==> config.mk <==
export PLATFORM = sky130hd
export DESIGN_NAME = reset_seq
export DESIGN_NICKNAME = d
export VERILOG_FILES = /design/src/rtl/reset_seq.sv
export SDC_FILE = /design/constraint.sdc
export NUM_CORES = 1
export LEC_CHECK = 0
export BUFFER_PORTS_ARGS = -buffer_cell sky130_fd_sc_hd__clkbuf_2
export CORE_MARGIN = 2
export CORE_UTILIZATION = 35
export DETAILED_ROUTE_END_ITERATION = 10
export MAX_ROUTING_LAYER = met4
export PLACE_DENSITY = 0.57
export RECOVER_POWER = 25
export SLEW_MARGIN = 20
export SYNTH_ARGS = -nofsm -noshare
export SYNTH_HDL_FRONTEND = slang
export SYNTH_SLANG_ARGS = --single-unit
==> constraint.sdc <==
create_clock -name clk_125 -period 2.1 [get_ports clk_125]
set_clock_uncertainty 0.1 [all_clocks]
set_input_delay 0 -clock clk_125 [delete_from_list [all_inputs] [get_ports clk_125]]
set_output_delay 0 -clock clk_125 [all_outputs]
set_load 0.05 [all_outputs]
==> src/rtl/reset_seq.sv <==
// rtl/reset_seq.sv - delayed system reset release plus staggered per-channel PHY reset sequencer
// Optional reset event counter is built only when RSTSEQ_EVT_CNT_EN is defined.
module reset_seq #(
    parameter int NPHY        = 2,
    parameter int SYS_DLY     = 1048576,
    parameter int PHY_HOLD    = 520,
    parameter int PHY_STAGGER = 16
) (
    input  logic            clk_125,
    input  logic            rstn,
    input  logic            ext_reset_n,
    input  logic [NPHY-1:0] soft_rst_req,
    output logic            sys_rst_n,
    output logic            sys_rst,
    output logic [NPHY-1:0] phy_rst_n,
    output logic            seq_done,
    output logic [7:0]      rst_evt_cnt
);
    localparam int YW = $clog2(SYS_DLY);
    localparam int HW = $clog2(PHY_HOLD);
    localparam int SW = (PHY_STAGGER > 1) ? $clog2(PHY_STAGGER) : 1;
    localparam int CW = (NPHY > 1) ? $clog2(NPHY) : 1;

    typedef enum logic [1:0] {P_HOLD, P_STAGGER, P_RUN} phy_state_e;

    phy_state_e      state_q, state_d;
    logic            ext_meta_q, ext_meta_d;
    logic            ext_sync_q, ext_sync_d;
    logic [YW-1:0]   sys_cnt_q, sys_cnt_d;
    logic            sys_rst_n_q, sys_rst_n_d;
    logic            sys_rst_q, sys_rst_d;
    logic [HW-1:0]   hold_cnt_q, hold_cnt_d;
    logic [SW-1:0]   stag_cnt_q, stag_cnt_d;
    logic [CW-1:0]   ch_q, ch_d;
    logic [HW-1:0]   soft_cnt_q [NPHY];
    logic [HW-1:0]   soft_cnt_d [NPHY];
    logic [NPHY-1:0] phy_rst_n_q, phy_rst_n_d;
    logic            seq_done_q, seq_done_d;

    always_comb begin
        ext_meta_d  = ext_reset_n;
        ext_sync_d  = ext_meta_q;
        sys_cnt_d   = sys_cnt_q;
        sys_rst_n_d = sys_rst_n_q;
        if (!sys_rst_n_q) begin
            if (sys_cnt_q == YW'(SYS_DLY - 1)) begin
                sys_rst_n_d = 1'b1;
            end else begin
                sys_cnt_d = sys_cnt_q + YW'(1);
            end
        end
        sys_rst_d = ~sys_rst_n_d;
    end

    always_comb begin
        state_d     = state_q;
        hold_cnt_d  = hold_cnt_q;
        stag_cnt_d  = stag_cnt_q;
        ch_d        = ch_q;
        soft_cnt_d  = soft_cnt_q;
        phy_rst_n_d = phy_rst_n_q;
        // Board reset overrides everything, including a same-cycle soft request.
        if (!ext_sync_q) begin
            state_d     = P_HOLD;
            hold_cnt_d  = '0;
            stag_cnt_d  = '0;
            ch_d        = '0;
            phy_rst_n_d = '0;
            for (int i = 0; i < NPHY; i++) soft_cnt_d[i] = '0;
        end else begin
            case (state_q)
                P_HOLD: begin
                    if (hold_cnt_q == HW'(PHY_HOLD - 1)) begin
                        hold_cnt_d     = '0;
                        phy_rst_n_d[0] = 1'b1;
                        ch_d           = CW'(1);
                        state_d        = (NPHY == 1) ? P_RUN : P_STAGGER;
                    end else begin
                        hold_cnt_d = hold_cnt_q + HW'(1);
                    end
                end
                P_STAGGER: begin
                    if (stag_cnt_q == SW'(PHY_STAGGER - 1)) begin
                        stag_cnt_d = '0;
                        for (int i = 0; i < NPHY; i++) begin
                            if (CW'(i) == ch_q) phy_rst_n_d[i] = 1'b1;
                        end
                        if (ch_q == CW'(NPHY - 1)) begin
                            state_d = P_RUN;
                        end else begin
                            ch_d = ch_q + CW'(1);
                        end
                    end else begin
                        stag_cnt_d = stag_cnt_q + SW'(1);
                    end
                end
                P_RUN: begin
                    // A new request while already held restarts that channel's hold.
                    for (int i = 0; i < NPHY; i++) begin
                        if (soft_rst_req[i]) begin
                            phy_rst_n_d[i] = 1'b0;
                            soft_cnt_d[i]  = '0;
                        end else if (!phy_rst_n_q[i]) begin
                            if (soft_cnt_q[i] == HW'(PHY_HOLD - 1)) begin
                                phy_rst_n_d[i] = 1'b1;
                            end else begin
                                soft_cnt_d[i] = soft_cnt_q[i] + HW'(1);
                            end
                        end
                    end
                end
                default: state_d = P_HOLD;
            endcase
        end
        seq_done_d = sys_rst_n_d & (&phy_rst_n_d);
    end

    always_ff @(posedge clk_125 or negedge rstn) begin
        if (!rstn) begin
            state_q     <= P_HOLD;
            ext_meta_q  <= 1'b0;
            ext_sync_q  <= 1'b0;
            sys_cnt_q   <= '0;
            sys_rst_n_q <= 1'b0;
            sys_rst_q   <= 1'b1;
            hold_cnt_q  <= '0;
            stag_cnt_q  <= '0;
            ch_q        <= '0;
            soft_cnt_q  <= '{default: '0};
            phy_rst_n_q <= '0;
            seq_done_q  <= 1'b0;
        end else begin
            state_q     <= state_d;
            ext_meta_q  <= ext_meta_d;
            ext_sync_q  <= ext_sync_d;
            sys_cnt_q   <= sys_cnt_d;
            sys_rst_n_q <= sys_rst_n_d;
            sys_rst_q   <= sys_rst_d;
            hold_cnt_q  <= hold_cnt_d;
            stag_cnt_q  <= stag_cnt_d;
            ch_q        <= ch_d;
            soft_cnt_q  <= soft_cnt_d;
            phy_rst_n_q <= phy_rst_n_d;
            seq_done_q  <= seq_done_d;
        end
    end

    assign sys_rst_n = sys_rst_n_q;
    assign sys_rst   = sys_rst_q;
    assign phy_rst_n = phy_rst_n_q;
    assign seq_done  = seq_done_q;

`ifdef RSTSEQ_EVT_CNT_EN
    logic [7:0]      evt_cnt_q, evt_cnt_d;
    logic [NPHY-1:0] soft_acc;
    logic [8:0]      evt_sum;

    always_comb begin
        soft_acc = (state_q == P_RUN && ext_sync_q) ? soft_rst_req : '0;
        evt_sum  = {1'b0, evt_cnt_q} + {8'd0, ext_sync_q & ~ext_meta_q};
        for (int i = 0; i < NPHY; i++) evt_sum = evt_sum + {8'd0, soft_acc[i]};
        evt_cnt_d = (evt_sum > 9'd255) ? 8'd255 : evt_sum[7:0];
    end

    always_ff @(posedge clk_125 or negedge rstn) begin
        if (!rstn) begin
            evt_cnt_q <= 8'd0;
        end else begin
            evt_cnt_q <= evt_cnt_d;
        end
    end

    assign rst_evt_cnt = evt_cnt_q;
`else
    assign rst_evt_cnt = 8'd0;
`endif

endmodule

---- Word-level counts from Yosys, hierarchy flattened ----
Cells that the tools add are included.
operators by class
  $add $sub $neg .......................... 6
  equality and inequality tests ........... 19
  mux-type cells .......................... 39
  bitwise gates (word level) .............. 4
  reduce and logical (&&, ||, !) cells .... 7
operator list
  operator                                               number
  2-to-1 mux 10 bit                                      9
  2-to-1 mux 20 bit                                      2
  adder 10 x 1 -> 10 bit, second input constant          3
  == test 10 bit, second input constant                  3
  inequality test 3 bit, second input constant           7
  adder 20 x 1 -> 20 bit, second input constant          1
  == test 20 bit, second input constant                  1
  2-to-1 mux 1 bit                                       15
  2-to-1 mux 2 bit                                       6
  2-to-1 mux 4 bit                                       3
  AND reduction 3 bit                                    3
  inequality test 2 x 1 -> 1 bit, second input constant  3
  case mux 2 bit (3 select lines)                        1
  adder 4 x 1 -> 4 bit, second input constant            1
  == test 4 bit, second input constant                   1
  case mux 1 bit (2 select lines)                        2
  AND reduction 2 bit                                    2
  AND reduction 4 bit                                    1
  inequality test 3 x 1 -> 1 bit, second input constant  1
  NOT 1 bit                                              3
  case mux 1 bit (3 select lines)                        1
  == test 2 x 1 -> 1 bit, second input constant          1
  == test 2 bit, second input constant                   1
  logical NOT 2 bit                                      1
  other kinds (3)                                        3
word-level totals
  flip-flop bits (word level) ............. 64
  output and inout port bits .............. 13
  logic and storage cells ................. 88

---- Depth between registers and ports, before layout ----
Gate-level depths: netlist (run 1).
  depth after elaboration ................. 8
  depth in mapped cells ................... 9
  depth with buffers taken out ............ 7

---- Worst setup path before layout (run 1) ----
Ideal clock, no wire load.
  path kind ............................... register to register
  start ................................... register state_q[0]
  end ..................................... register soft_cnt_q[3] in the netlist's numbering
  arrival ................................. 2.044 ns
  data required time ...................... 1.934 ns
  setup slack ............................. -0.110 ns
  stages on the path, launching flop included .. 10
  buffers on the path ..................... 2
  clock period less this slack ............ 2.210 ns
  cells stage by stage .................... dfrtp_1 > inv_1 > ha_1 > clkbuf_2 > nor2b_4 > or2_2 > or2_1 > clkbuf_1 > or4_1 > nand2_1
on the way
  cells in the longest elaborated chain, start to end .. 3
RTL lines
  element                                   RTL line  source
  start: declaration                        26        phy_state_e state_q, state_d;
  start signal: assignment                  133       state_q <= state_d;
  == test 2 bit                             71        case (state_q)
  inequality test 2 x 1 -> 1 bit (no line)  --
  AND reduction 3 bit (no line)             --
  end signal: assignment                    142       soft_cnt_q <= soft_cnt_d;
  end: declaration                          35        logic [HW-1:0] soft_cnt_q [NPHY];
Every way passes these cells.
A chain may end at the register's enable or synchronous reset.

---- Final worst setup path (run 1) ----
  start ................................... register sys_cnt_q[6]
  end ..................................... register sys_cnt_q[1]
on the way
  cells in the longest elaborated chain, start to end .. 3
RTL lines
  element                        RTL line  source
  start: declaration             29        logic [YW-1:0] sys_cnt_q, sys_cnt_d;
  start signal: assignment       136       sys_cnt_q <= sys_cnt_d;
  == test 20 bit                 46        if (sys_cnt_q == YW'(SYS_DLY - 1)) begin
  NOT 1 bit (no line)            --
  AND reduction 2 bit (no line)  --
Every way passes these cells.

==> results.toml, run 1 <==
[synth]
synth_edf_count = 0
ys.flop_type = "dfrtp_1"
synthArstFlopShare_pct = 100
synth_seq_cells = 64
syn_area_um2 = 3400
seq_area_frac_synth_pct = 47.1
avgSynthCellArea_um2 = 9.92
yosysUniqueCellTypes = 61
syn_inst = 343
synth_warnings = 0

[global_route]
grt_overflow_total = 0
grt_pass1_wl_mm = 11.7
grt_max_degree = 65
antenna_found_initial = 0
grt_pass1_vias = 2453
grt_usage_pct = 14.6

[routing]
wire_per_inst_um = 13.0
drc_errors = 0
drtIter0Drc = 106
vias = 2507
first_pass_iters = 4
antenna_left = 0
post_drt_via_cell_ratio = 4.96
wirelength_mm = 6.56

[pwr]
leakagePower_nw = 1.73
peakVddDrop_mv = 0.415
power_mw = 3.27
p_per_area_nw_per_um2 = 831

[floorplanning]
die_h_um = 103
core_area_um2 = 9330
die_x_um = 103
rows = 35
dieArea_um2 = 10500
ios = 18
initial_core_util_pct = 36.5

[timing]
tns_ns = 0
relSlewSlack_pct = 5.70
max_freq_mhz = 493
rsz0062_at_grt = "no"
post-route-worst-setup-slack_ns = 0.0714
tightest_slew_ns = 1.41
timing.final.max_slew_violations = 0
setup_viol = 0
period_share_pct = 96.6
finalHoldWorstSlack_ns = 0.212
min_period_ns = 2.03
finalHoldViolCount = 0

[layout]
n_antenna_cell = 0
post-route-util_pct = 42.1
layout_common_cells = "dfrtp_1, nand2_1, nor2_1"
final_net_count = 386
layout_commonest_cell = "dfrtp_1"
stdcell_area_um2 = 3930
syn_to_final_growth_pct = 15.5
drive_gt1_share_pct = 14.9
fillers = 907
fin_cells = 505

[placement]
placed_cell_area_um2 = 3660
routabilityCongestion = 0.803
hpwl_mm = 4.51
portBuffers = 9
place_ws_ns = 0.0808
dp_cells = 485

[status]
status = "finished clean"

[clock_network]
cts_sinks = 64
cts_setup_buffers = 0
cts_root_buffer = "clkbuf_8"
h-tree-depth = 3
cts_made_buffers = 9
clock_latency_ns = 0.34
cts_tree = "yes"
clk_pin_slew_ns = 0.07
cts_buffer_depth = 2

[setup_path]
cp_max_fo = 6
cp.required_ns = 2.21
critPathLaunchType = "flop"
crit_family = "simple AND/OR/NAND/NOR gates"
path_buf_inv = 1
worstSetupPathType = "reg -> reg"
end_kind = "flop"
path_cells = "nand4_4 -> or3_4 -> o31ai_4 -> inv_4 -> mux2_4"
arrival_ns = 2.14
crit_slowest_cell = "dfrtp_1"
max_stage_delay_ns = 0.46

[run]
max_cap_viol_count = 0

[min_path]
hold_path_class = "in -> reg"
[logic make-up (layout without fill, tap and decap cells)]
kind of cell               after synthesis  after routing  share of synthesized area [%]
xor gates and xnor gates                31             31                           7.98
DFF                                     64             64                           47.1
and+or+nand+nor                        158            158                           25.6
other                                    1              8                          0.110
buffers and inverters                   24             50                           3.68
muxes                                    5              5                           1.62
adders and majority gates               10             10                           3.68
AOI/OAI and AO/OA                       50             50                           10.3
[final timing paths]
path,start,endpoint,slack [ns],depth (start not counted)
worst max register to register,sys_cnt_q[6],sys_cnt_q[1],0.07,5
worst min register to register,ext_meta_q,ext_sync_q,0.26,0
worst min-delay path,ext_reset_n,ext_meta_q,0.21,2
max in group asynchronous,rstn,sys_cnt_q[7],0.42,3
min in group asynchronous,rstn,soft_cnt_q[3],0.52,3
worst max-delay path,sys_cnt_q[6],sys_cnt_q[1],0.07,5
[cells in the mapped netlist, drive strengths merged (2+ instances only)]
cell type	number	area (µm²)
dfrtp	63	1580
nand2	31	116
nor2	29	109
nand3	22	110
xnor2	18	158
xor2	13	114
and3	12	77.6
nand4	12	90.1
a21oi	10	50.1
ha	10	125
o21ai	10	50.1
buf	9	65.1
clkbuf	8	31.3
nor2b	8	57.6
nor3	8	40.0
a31oi	7	43.8
inv	7	28.8
nand2b	7	43.8
nor4b	5	43.8
and2	4	25.0
mux2i	4	40.0
or2	4	25.0
nand4b	3	26.3
nor4	3	25.0
o21a	3	22.5
or3	3	23.8
a21boi	2	15.0
a32o	2	20.0
nand3b	2	15.0
o22a	2	17.5
o31ai	2	28.8
[cell type report]
class                   instances  area [µm²]  share of cell area (%)
multi-input cells             262        1730                    44.0
flip-flops and latches         64        1600                    40.8
repair buffers                 27         188                    4.77
well taps                     129         161                    4.11
clock buffers                  11         141                    3.60
clock inverters                 5        80.1                    2.04
inverters                       7        28.8                   0.732
[worst reg2reg max path, cell delays in order, from the launching register on]
cell and delay (ns):
dfrtp_1 0.46, nand4_4 0.15, or3_4 0.44, o31ai_4 0.37, inv_4 0.08, mux2_4 0.30
[registers in the layout, summed over array words and instances (netlist names)]
register / flops
state_q: 2
stag_cnt_q: 4
phy_rst_n: 2
ch_q: 1
ext_meta_q: 1
seq_done: 1
hold_cnt_q: 10
soft_cnt_q: 20
sys_cnt_q: 20
ext_sync_q: 1
sys_rst: 1
sys_rst_n: 1
[repair_timing]
action / CTS / global route
resized for setup: 0 / 4
hold endpoints to repair: 70 / 0
setup endpoints to repair: 0 / 2
hold buffers: 4 / 0
[report_power, final]
part,switching [mW],total (mW),internal [mW]
registers,0.0785,1.39,1.31
logic,0.416,0.706,0.290
clock network,0.475,1.17,0.699
[layer usage]
metal  GRT usage (%)  part of all wire (%)
met1            18.6                    49
met2            22.2                    46
met3            4.47                   3.7
met4            4.92                   1.2
met5               -                     0
No activity file was read; power rests on OpenSTA's default activity.
==> run 2, diff against run 1 <==
--- a/config.mk
+++ b/config.mk
@@ -5,6 +5,7 @@
 export SDC_FILE = /design/constraint.sdc
 export NUM_CORES = 1
 export LEC_CHECK = 0
+export ABC_AREA = 1
 export BUFFER_PORTS_ARGS = -buffer_cell sky130_fd_sc_hd__clkbuf_2
 export CORE_MARGIN = 2
 export CORE_UTILIZATION = 35
==> run 2 against run 1 <==
  * Utilization decreased by 1.4 points
  * First-iteration DRC count increased by 73%
  * Fmax increased by 6.9%
  * Synthesized cell count increased by 57%
  * Setup slack improved by 0.13 ns
  * Critical path depth increased by 3
  * Clock power increased by 29%
  * Sequential share of layout area decreased by 4.8 points
  * Routed wire length increased by 26%
==> results.toml, run 2 <==
[status]
status = "finished clean"

[setup_path]
critPathLaunchType = "flop"
cp.required_ns = 2.20
end_kind = "flop"
r2r_slack_ns = 0.20
cp_max_fo = 20
worstSetupPathType = "reg -> reg"
arrival_ns = 2.00

[global_route]
grt_overflow_total = 0
grt_usage_pct = 15.6
grt_pass1_vias = 3059
grt_max_degree = 44
grt_pass1_wl_mm = 14.4
antenna_found_initial = 0

[timing]
period_share_pct = 90.3
setup_viol = 0
timing.final.max_slew_violations = 0
relSlewSlack_pct = 14.7
finalHoldWorstSlack_ns = 0.223
tns_ns = 0
rsz0062_at_grt = "no"
tightest_slew_ns = 1.28
min_period_ns = 1.90
finalHoldViolCount = 0
max_freq_mhz = 527

[routing]
wire_per_inst_um = 11.7
drtIter0Drc = 183
met2_length_mm = 3.93
wl_met1_mm = 4.01
vias = 3327
drc_errors = 0
post_drt_via_cell_ratio = 4.73
top_layer_used = "met4"
wirelength_mm = 8.27
first_pass_iters = 4
wl_met3_um = 230
antenna_left = 0

[synth]
synth_warnings = 0
synth_top_area_cell = "dfrtp_1"
synth_most_common_cell = "nand2_1"
seq_area_frac_synth_pct = 40.6
syn_inst = 539
synthArstFlopShare_pct = 100
syn_area_um2 = 3940
synth_common_cells = "nand2_1, dfrtp_1, nor2_1"
synth_top_area_share_pct = 40.0
avgSynthCellArea_um2 = 7.32
synth_seq_cells = 64
ys.flop_type = "dfrtp_1"
yosysUniqueCellTypes = 34
netlist_top_cells_area = "dfrtp_1, nand2_1, nand3_1"
synth_edf_count = 0

[clock_network]
post_cts_resized = 0
cts_made_buffers = 9
clk_pin_slew_ns = 0.05
cts_buffer_depth = 2
cts_tree = "yes"
cts_sinks = 64
cts_root_buffer = "clkbuf_16"
h-tree-depth = 3
cts_setup_buffers = 0
clock_latency_ns = 0.33

[layout]
syn_to_final_growth_pct = 12.9
fillers = 1117
top_regs = "soft_cnt_q x20, sys_cnt_q x20, hold_cnt_q x10"
layout_common_cells = "nand2_1, dfrtp_1, nor2_1"
multiInputGateArea_um2 = 2010
n_antenna_cell = 0
drive_gt1_share_pct = 9.57
seq_area_um2 = 1600
final_net_count = 574
post-route-util_pct = 40.7
layout_commonest_cell = "nand2_1"
stdcell_area_um2 = 4450

[floorplanning]
rows = 38
ios = 18
dieArea_um2 = 12100
die_x_um = 110
core_area_um2 = 10900
die_h_um = 110
initial_core_util_pct = 36.1

[placement]
placed_cell_area_um2 = 4120
hpwl_mm = 5.96
portBuffers = 9
routabilityCongestion = 0.839

[run]
max_cap_viol_count = 0

[min_path]
hold_path_class = "in -> reg"

[pwr]
leakagePower_nw = 2.07
peakVddDrop_mv = 0.468
p_per_area_nw_per_um2 = 796
-- run 2: changes by cell type in the layout (fill, tap and decap cells not counted), moves of 8 or more --
cell       previous run  this run
and3_1               10         0
o21ai_1               0         8
clkbuf_8             10         2
xnor2_1              18        10
clkbuf_16             0         9
nand3_1              22        49
o21ai_0              10        25
nor2_1               29        62
nand2_1              31       167
inv_1                 6        55
-- run 2: layout make-up --
cell class                 count  share of cell area, %
inverter                      58                   4.89
tap                          140                   3.93
clock inverter                 3                  0.899
timing repair buffer          20                   3.31
multi-input combinational    406                   45.1
clock buffer                  13                   5.84
sequential                    64                   36.0
-- run 2: cell families after synthesis --
group,Yosys count,share of synthesized area (%)
fa+ha+maj,10,3.17
flops,64,40.6
other cells,1,0.0951
buf+inv,76,9.04
compound gates,49,6.85
xor+xnor,20,4.63
simple gates,319,35.6
-- run 2: power by group --
part	total (mW)	switching [mW]	leakage, nW	internal [mW]
clock	1.51	0.527	0.150	0.980
sequential	1.38	0.0748	0.863	1.31
combinational	0.654	0.454	1.06	0.200
-- run 2: timing repair --
item,CTS,global route
endpoints found under the hold margin,29,0
hold buffers,4,0
endpoints found under the setup margin,0,0
-- run 2: path summary, 6_finish.rpt --
check | from | endpoint | depth (start not counted)
hold / removal | ext_reset_n | ext_meta_q | 2
setup reg to reg | sys_cnt_q[0] | sys_cnt_q[18] | 8
setup / recovery | sys_cnt_q[0] | sys_cnt_q[18] | 8
hold reg to reg | ext_meta_q | ext_sync_q | 0
min in group asynchronous | rstn | hold_cnt_q[2] | 2
max in group asynchronous | rstn | hold_cnt_q[7] | 3
-- run 2: critical path, cell delays in order, from the launching register on --
cell and delay [ns]:
dfrtp_1 0.41, ha_1 0.29, nand3_2 0.14, nor3_4 0.19, nand3_2 0.12, nand2_4 0.13, inv_2 0.20, nand2_2 0.13
o21ai_2 0.05
-- run 2: routing by layer --
metal  global-route usage [%]  vias to the layer above
met5                        -                        -
met4                     5.09                        0
met3                     3.88                       10
met2                     24.8                       37
met1                     19.6                     1539
li1                         -                     1741
-- run 2: through the flow --
stage               power, mW  worst slack, ns  std cells
floorplan                1.89            0.461        546
global placement         2.05            0.290        684
detailed placement       2.06            0.222        684
CTS                      3.60            0.209        704
global route             3.76           0.0158        704
finish                   3.54            0.203        704
